`config.mk`:
```
export PLATFORM = sky130hd
export DESIGN_NAME = calc_entry_core
export DESIGN_NICKNAME = d
export VERILOG_FILES = /design/src/rtl/calc_entry_core.sv
export SDC_FILE = /design/constraint.sdc
export NUM_CORES = 2
export LEC_CHECK = 0
export BUFFER_PORTS_ARGS = -buffer_cell sky130_fd_sc_hd__buf_2
export CORE_MARGIN = 2
export CORE_UTILIZATION = 47
export CTS_CLUSTER_SIZE = 24
export DETAILED_ROUTE_END_ITERATION = 16
export RECOVER_POWER = 50
export SLEW_MARGIN = 30
export SYNTH_ARGS = -nofsm -noshare
export SYNTH_HDL_FRONTEND = slang
export SYNTH_SLANG_ARGS = --single-unit
```
`constraint.sdc`:
```
create_clock -name CLK_100MHZ -period 9.4 [get_ports CLK_100MHZ]
set_clock_uncertainty 0.2 [all_clocks]
set_input_delay 2.82 -clock CLK_100MHZ [delete_from_list [all_inputs] [get_ports CLK_100MHZ]]
set_output_delay 2.82 -clock CLK_100MHZ [all_outputs]
set_load 0.05 [all_outputs]
```
`src/rtl/calc_entry_core.sv`:
```
// Decimal-entry calculator core: digit-by-digit operand entry, pending-operator
// chaining and a registered unsigned result with a sticky overflow flag.
module calc_entry_core #(
  parameter int DATA_W     = 32,
  parameter int MAX_DIGITS = 9,
  parameter int ENABLE_MUL = 1
) (
  input  logic              CLK_100MHZ,
  input  logic              reset,
  input  logic              digit_valid,
  input  logic [3:0]        digit,
  input  logic              op_valid,
  input  logic [2:0]        op,
  output logic [DATA_W-1:0] entry,
  output logic [3:0]        digit_count,
  output logic [DATA_W-1:0] result,
  output logic              result_valid,
  output logic              overflow,
  output logic [1:0]        state
);

  localparam logic [1:0] S_ENTRY_A = 2'd0;
  localparam logic [1:0] S_OP_WAIT = 2'd1;
  localparam logic [1:0] S_ENTRY_B = 2'd2;
  localparam logic [1:0] S_SHOW    = 2'd3;

  localparam logic [1:0] PEND_ADD = 2'd0;
  localparam logic [1:0] PEND_SUB = 2'd1;
  localparam logic [1:0] PEND_MUL = 2'd2;

  logic [DATA_W-1:0] entry_q, entry_d;
  logic [3:0]        count_q, count_d;
  logic [DATA_W-1:0] acc_q, acc_d;
  logic [DATA_W-1:0] result_q, result_d;
  logic              resValid_q, resValid_d;
  logic              ovf_q, ovf_d;
  logic [1:0]        pend_q, pend_d;
  logic [1:0]        state_q, state_d;

  logic              isArith, isEquals, isClear;
  logic [1:0]        newPend;
  logic              digitLegal, roomLeft;
  logic [DATA_W-1:0] appendVal;
  logic [DATA_W:0]   sumW, diffW;
  logic [2*DATA_W-1:0] prodW;
  logic [DATA_W-1:0] calcVal;
  logic              calcOvf;

  // A digit arriving together with any op strobe is dropped in favour of the op.
  always_comb begin
    isArith    = op_valid && ((op == 3'd0) || (op == 3'd1) ||
                              ((op == 3'd2) && (ENABLE_MUL != 0)));
    isEquals   = op_valid && (op == 3'd3);
    isClear    = op_valid && (op == 3'd4);
    newPend    = op[1:0];
    digitLegal = digit_valid && !op_valid && (digit <= 4'd9);
    roomLeft   = (count_q < 4'(MAX_DIGITS));
    appendVal  = entry_q * DATA_W'(10) + DATA_W'(digit);
  end

  always_comb begin
    sumW    = {1'b0, acc_q} + {1'b0, entry_q};
    diffW   = {1'b0, acc_q} - {1'b0, entry_q};
    prodW   = {{DATA_W{1'b0}}, acc_q} * {{DATA_W{1'b0}}, entry_q};
    calcVal = sumW[DATA_W-1:0];
    calcOvf = sumW[DATA_W];
    case (pend_q)
      PEND_SUB: begin
        calcVal = diffW[DATA_W-1:0];
        calcOvf = diffW[DATA_W];
      end
      PEND_MUL: begin
        calcVal = prodW[DATA_W-1:0];
        calcOvf = |prodW[2*DATA_W-1:DATA_W];
      end
      default: ;
    endcase
  end

  always_comb begin
    entry_d    = entry_q;
    count_d    = count_q;
    acc_d      = acc_q;
    result_d   = result_q;
    resValid_d = 1'b0;
    ovf_d      = ovf_q;
    pend_d     = pend_q;
    state_d    = state_q;

    if (digitLegal) begin
      case (state_q)
        S_ENTRY_A, S_ENTRY_B: begin
          if (roomLeft) begin
            entry_d = appendVal;
            count_d = count_q + 4'd1;
          end
        end
        S_OP_WAIT: begin
          entry_d = DATA_W'(digit);
          count_d = 4'd1;
          state_d = S_ENTRY_B;
        end
        default: begin
          acc_d   = '0;
          ovf_d   = 1'b0;
          entry_d = DATA_W'(digit);
          count_d = 4'd1;
          state_d = S_ENTRY_A;
        end
      endcase
    end

    if (isClear) begin
      entry_d  = '0;
      count_d  = '0;
      acc_d    = '0;
      result_d = '0;
      ovf_d    = 1'b0;
      pend_d   = PEND_ADD;
      state_d  = S_ENTRY_A;
    end else if (isArith) begin
      pend_d = newPend;
      if (state_q != S_OP_WAIT) begin
        entry_d = '0;
        count_d = '0;
        state_d = S_OP_WAIT;
      end
      case (state_q)
        S_ENTRY_A: acc_d = entry_q;
        S_ENTRY_B: begin
          acc_d      = calcVal;
          result_d   = calcVal;
          resValid_d = 1'b1;
          ovf_d      = ovf_q | calcOvf;
        end
        S_SHOW:    acc_d = result_q;
        default: ;
      endcase
    end else if (isEquals) begin
      // Equals after a bare first operand simply publishes that operand.
      if (state_q == S_ENTRY_A) begin
        result_d   = entry_q;
        resValid_d = 1'b1;
        entry_d    = '0;
        count_d    = '0;
        state_d    = S_SHOW;
      end else if (state_q == S_ENTRY_B) begin
        acc_d      = calcVal;
        result_d   = calcVal;
        resValid_d = 1'b1;
        ovf_d      = ovf_q | calcOvf;
        pend_d     = PEND_ADD;
        entry_d    = '0;
        count_d    = '0;
        state_d    = S_SHOW;
      end
    end
  end

  always_ff @(posedge CLK_100MHZ) begin
    if (reset) begin
      entry_q    <= '0;
      count_q    <= '0;
      acc_q      <= '0;
      result_q   <= '0;
      resValid_q <= 1'b0;
      ovf_q      <= 1'b0;
      pend_q     <= PEND_ADD;
      state_q    <= S_ENTRY_A;
    end else begin
      entry_q    <= entry_d;
      count_q    <= count_d;
      acc_q      <= acc_d;
      result_q   <= result_d;
      resValid_q <= resValid_d;
      ovf_q      <= ovf_d;
      pend_q     <= pend_d;
      state_q    <= state_d;
    end
  end

  assign entry        = entry_q;
  assign digit_count  = count_q;
  assign result       = result_q;
  assign result_valid = resValid_q;
  assign overflow     = ovf_q;
  assign state        = state_q;

endmodule

```
==> flow_summary.yaml <==
cts:
  cts_max_level: 3
  cts_buffer_depth: 2
  cts.clk_slew.worst_paths_ns: 0.10
  cts_made_buffers: 9
  cts_tree: "yes"
  cts_num_sinks: 106
  insertion_delay_ns: 0.37
  root_buffer: "clkbuf_16"
layout:
  final_net_count: 6411
  num-fill-cells: 9277
  drive_gt1_share_pct: 5.558
  syn_to_final_growth_pct: 5.998
global_routing:
  grt_overflow: 0
  use_met2_pct: 51.53
  gr-usage-all-layers_pct: 32.47
  grt_pass1_wl_um: 239900
  grt_max_degree: 57
  use_met1_pct: 43.65
  top_usage_layer: "met2"
  grt_pass1_vias: 38633
  antenna_found_initial: 3
  grtUsageMet3_pct: 5.943
min_path:
  hold-path-endpoint: "entry[31]$_SDFF_PP0_"
  hold_depth: 2
  min_path_type: "register to register"
  hold_start: "entry[31]$_SDFF_PP0_"
yosys:
  synth_cell_type_count: 93
  synth_fp_nets: 6475
  yosysTopAreaCell: "fa_1"
  synthArstFlopShare_pct: 0
  synth_flop_cell: "dfxtp_1"
  synth_edf_count: 0
  synth_area_leaders: "fa_1 (41%), ha_1 (11%), and2_1 (7.6%)"
  synth_cells: 5170
  ys_warn_count: 0
  yosys_register_bits: 106
  netlist.area_leader.share_pct: 40.51
  synthesis.area_mm2: 0.04448
  synth.avg_cell_area_um2: 8.603
  ys_seq_area_share_pct: 4.771
power:
  p_clk_share_pct: 29.7
  combPwrFrac_pct: 33.8
  leakage_uw: 0.02028
  sw_frac_of_total_pct: 40.49
  p_per_area_mw_per_mm2: 27.90
  power.internal_uw: 782.8
  p_switching_uw: 532.6
  finalPower_uw: 1315
  vdd_ir_drop_max_v: 0.00009694
  seqPwrFrac_pct: 36.6
job:
  cap_violations: 1
floorplanning:
  die_x_um: 311.6
  core_area_mm2: 0.09361
  row_count: 112
  initial_core_util_pct: 47.51
  die_area_mm2: 0.09710
  fp.dieH_um: 311.6
  io_pins: 83
worst_setup_path:
  crit_fanout: 13
  r2r_end: "overflow$_SDFF_PP0_"
  cpMaxStageDelayCell: "dfxtp_1"
  timing.rr.start: "acc_q[13]$_SDFF_PP0_"
  crit_top_cell: "fa_1"
  critical_path_buf_inv_count: 5
  max_stage_delay_ns: 0.73
  cp-end-kind: "register"
  critPathRequiredTime_ns: 9.48
  worst_setup_path_start_kind: "register"
  worstPathArrival_ns: 9.21
  path_class: "register to register"
  crit_family: "adder cells"
  r2r_setup_slack_ns: 0.27
  ff2ff_path_depth: 27
sta:
  slew_violations: 42
  tightest_slew_ns: 2.917
  setup_violations: 0
  fin_setup_tns_ns: 0
  rsz0062_at_grt: "no"
  fmax_mhz: 109.5
  finalCriticalPeriod_ns: 9.130
  fin_crit_sh_pct: 97.13
  slew_headroom_pct: -94.45
  hold_viol_final: 0
drt:
  wl_per_cell_um: 24.66
  drt_pass1_iterations: 6
  ant_nets: 0
  drc: 0
  vias: 37517
  drt-total-wl_um: 157000
  vias_per_cell: 5.893
  drtIter0Drc: 3457
placement:
  place_congestion: 0.9883
  hpwl_um: 124500
  io_buffers: 82
status:
  outcome: "complete, but fails checks"
  failed_checks: "max-capacitance violations, max-slew violations"
## metal layers
layer	vias to the layer above	share of wire (%)
met4	2	4.9
met1	19222	41
met2	1692	46
met5	-	0.0070
li1	16236	-
met3	365	8.8
## metrics by stage
step                setup WS (ns)  instances  instance area, µm²  utilization [%]  hold slack [ns]
floorplan                  0.9443       5170               44480                -           0.3179
global placement           0.2459       6349               46900            50.11           0.2641
detailed placement         0.2440       6349               46920            50.12           0.2609
CTS                        0.2189       6364               47200            50.42           0.2739
global route             0.001269       6364               47140            50.36           0.2945
finish                     0.2695       6366               47140            50.36           0.2814
## worst max-delay path by stage
stage | start | to | slack (ns) | cells past startpoint
final | acc_q[13]$_SDFF_PP0_ | overflow$_SDFF_PP0_ | 0.27 | 27
after global routing | acc_q[24]$_SDFF_PP0_ | overflow$_SDFF_PP0_ | 0.001 | 25
after CTS | entry[13]$_SDFF_PP0_ | overflow$_SDFF_PP0_ | 0.22 | 25
after detailed placement | entry[13]$_SDFF_PP0_ | overflow$_SDFF_PP0_ | 0.24 | 25
after global placement | entry[13]$_SDFF_PP0_ | overflow$_SDFF_PP0_ | 0.25 | 25
after floorplan | entry[8]$_SDFF_PP0_ | overflow$_SDFF_PP0_ | 0.94 | 28
## power groups by stage
stage	Sequential, µW	Clock (µW)	Combinational [µW]
after global placement	491	0	430
after detailed placement	491	0	431
after CTS	480	392	433
after global routing	482	407	470
after floorplan	506	0	267
final	481	390	444
## sequential cells by signal, indices dropped and copies added (netlist names)
signal	count
acc_q	32
pend_q	2
result	32
state	2
result_valid	1
digit_count	4
entry	32
overflow	1
## kinds of logic after synthesis
logic type / Yosys count / share of synthesized area (%)
xor+xnor: 140 / 2.757
fa+ha+maj: 1294 / 51.60
compound gates: 810 / 12.29
flops: 106 / 4.771
mux: 23 / 0.5486
buf+inv: 1188 / 10.07
simple gates: 1609 / 17.97
## final cells by class
| class | count | area, µm² | share of cell area [%] |
|---|---|---|---|
| well taps | 1254 | 1569 | 3.328 |
| diodes | 2 | 5.005 | 0.01062 |
| flip-flops and latches | 106 | 2148 | 4.557 |
| repair buffers | 254 | 1994 | 4.231 |
| inverters | 859 | 3224 | 6.840 |
| clock buffers | 9 | 225.2 | 0.4777 |
| clock inverters | 6 | 51.30 | 0.1088 |
| multi-input cells | 3876 | 37930 | 80.45 |
## worst register-to-register path: stages, from the launching register on
cell and delay, ns:
dfxtp_1 0.73, buf_4 0.33, and2_1 0.19, fa_1 0.42, fa_1 0.50, fa_1 0.53, inv_1 0.05, fa_1 0.47
inv_1 0.05, fa_1 0.49, inv_1 0.05, fa_1 0.57, inv_1 0.07, fa_1 0.40, fa_1 0.50, ha_1 0.31
a21oi_1 0.35, o211ai_1 0.22, a211oi_1 0.33, o31ai_1 0.13, a31oi_2 0.34, xor2_1 0.25, o31ai_1 0.11, a211o_1 0.27
nor4_1 0.29, nand4_1 0.18, or4_1 0.56, o21ba_1 0.18
## cell usage after synthesis, types with 6 or more instances
master    instances
fa_1            900
inv_1           854
nand2_1         578
and2_1          540
ha_1            394
clkbuf_1        305
nor2_1          238
a21oi_1         234
o21ai_0         136
dfxtp_1         106
xnor2_1         104
nand3_1          56
a22oi_1          51
a21o_1           48
a221oi_1         48
nand4_1          37
a221o_1          36
xor2_1           36
nor3_1           35
a31oi_1          31
a211oi_1         28
nor2b_1          22
o211ai_1         21
o31ai_1          21
o21bai_1         20
o21a_1           19
or3_1            18
and3_1           16
nand2b_1         16
buf_2            13
mux2i_1          12
o22ai_1          12
mux2_2           11
nor3b_1          10
or2_2            10
buf_1             9
or4_1             7
a32oi_1           6
o21ai_1           6
o31a_1            6
## what timing repair did
item | in CTS | in global routing
buffers inserted | 0 | 0
endpoints found under the setup margin | 0 | 1
hold buffers | 0 | 0
gates resized for setup | 0 | 9
## cell usage in the layout, fill, tap and decap left out, types with 7 or more instances in the layout
| cell type | Yosys | final |
|---|---|---|
| nand2_1 | 578 | 578 |
| inv_1 | 854 | 854 |
| nor2b_1 | 22 | 19 |
| xor2_1 | 36 | 36 |
| nor2_1 | 238 | 238 |
| ha_1 | 394 | 390 |
| or2_2 | 10 | 9 |
| a211oi_1 | 28 | 28 |
| buf_2 | 13 | 19 |
| a221o_1 | 36 | 36 |
| o21ai_0 | 136 | 136 |
| o31ai_1 | 21 | 21 |
| buf_4 | 0 | 141 |
| dfxtp_2 | 0 | 15 |
| nor3_1 | 35 | 34 |
| dfxtp_1 | 106 | 89 |
| and2_1 | 540 | 540 |
| nand2b_1 | 16 | 16 |
| or3_1 | 18 | 18 |
| a21oi_1 | 234 | 233 |
| clkbuf_1 | 305 | 64 |
| mux2i_1 | 12 | 12 |
| or4_1 | 7 | 7 |
| buf_12 | 0 | 30 |
| clkbuf_16 | 0 | 9 |
| fa_1 | 900 | 900 |
| o22ai_1 | 12 | 12 |
| o21a_1 | 19 | 19 |
| and3_1 | 16 | 16 |
| a21o_1 | 48 | 48 |
| a31oi_1 | 31 | 31 |
| o21bai_1 | 20 | 20 |
| a221oi_1 | 48 | 48 |
| mux2_2 | 11 | 11 |
| a22oi_1 | 51 | 50 |
| nand3_1 | 56 | 56 |
| o211ai_1 | 21 | 21 |
| nor3b_1 | 10 | 9 |
| nand4_1 | 37 | 37 |
| xnor2_1 | 104 | 103 |
Power figures use the tool's default switching activity.
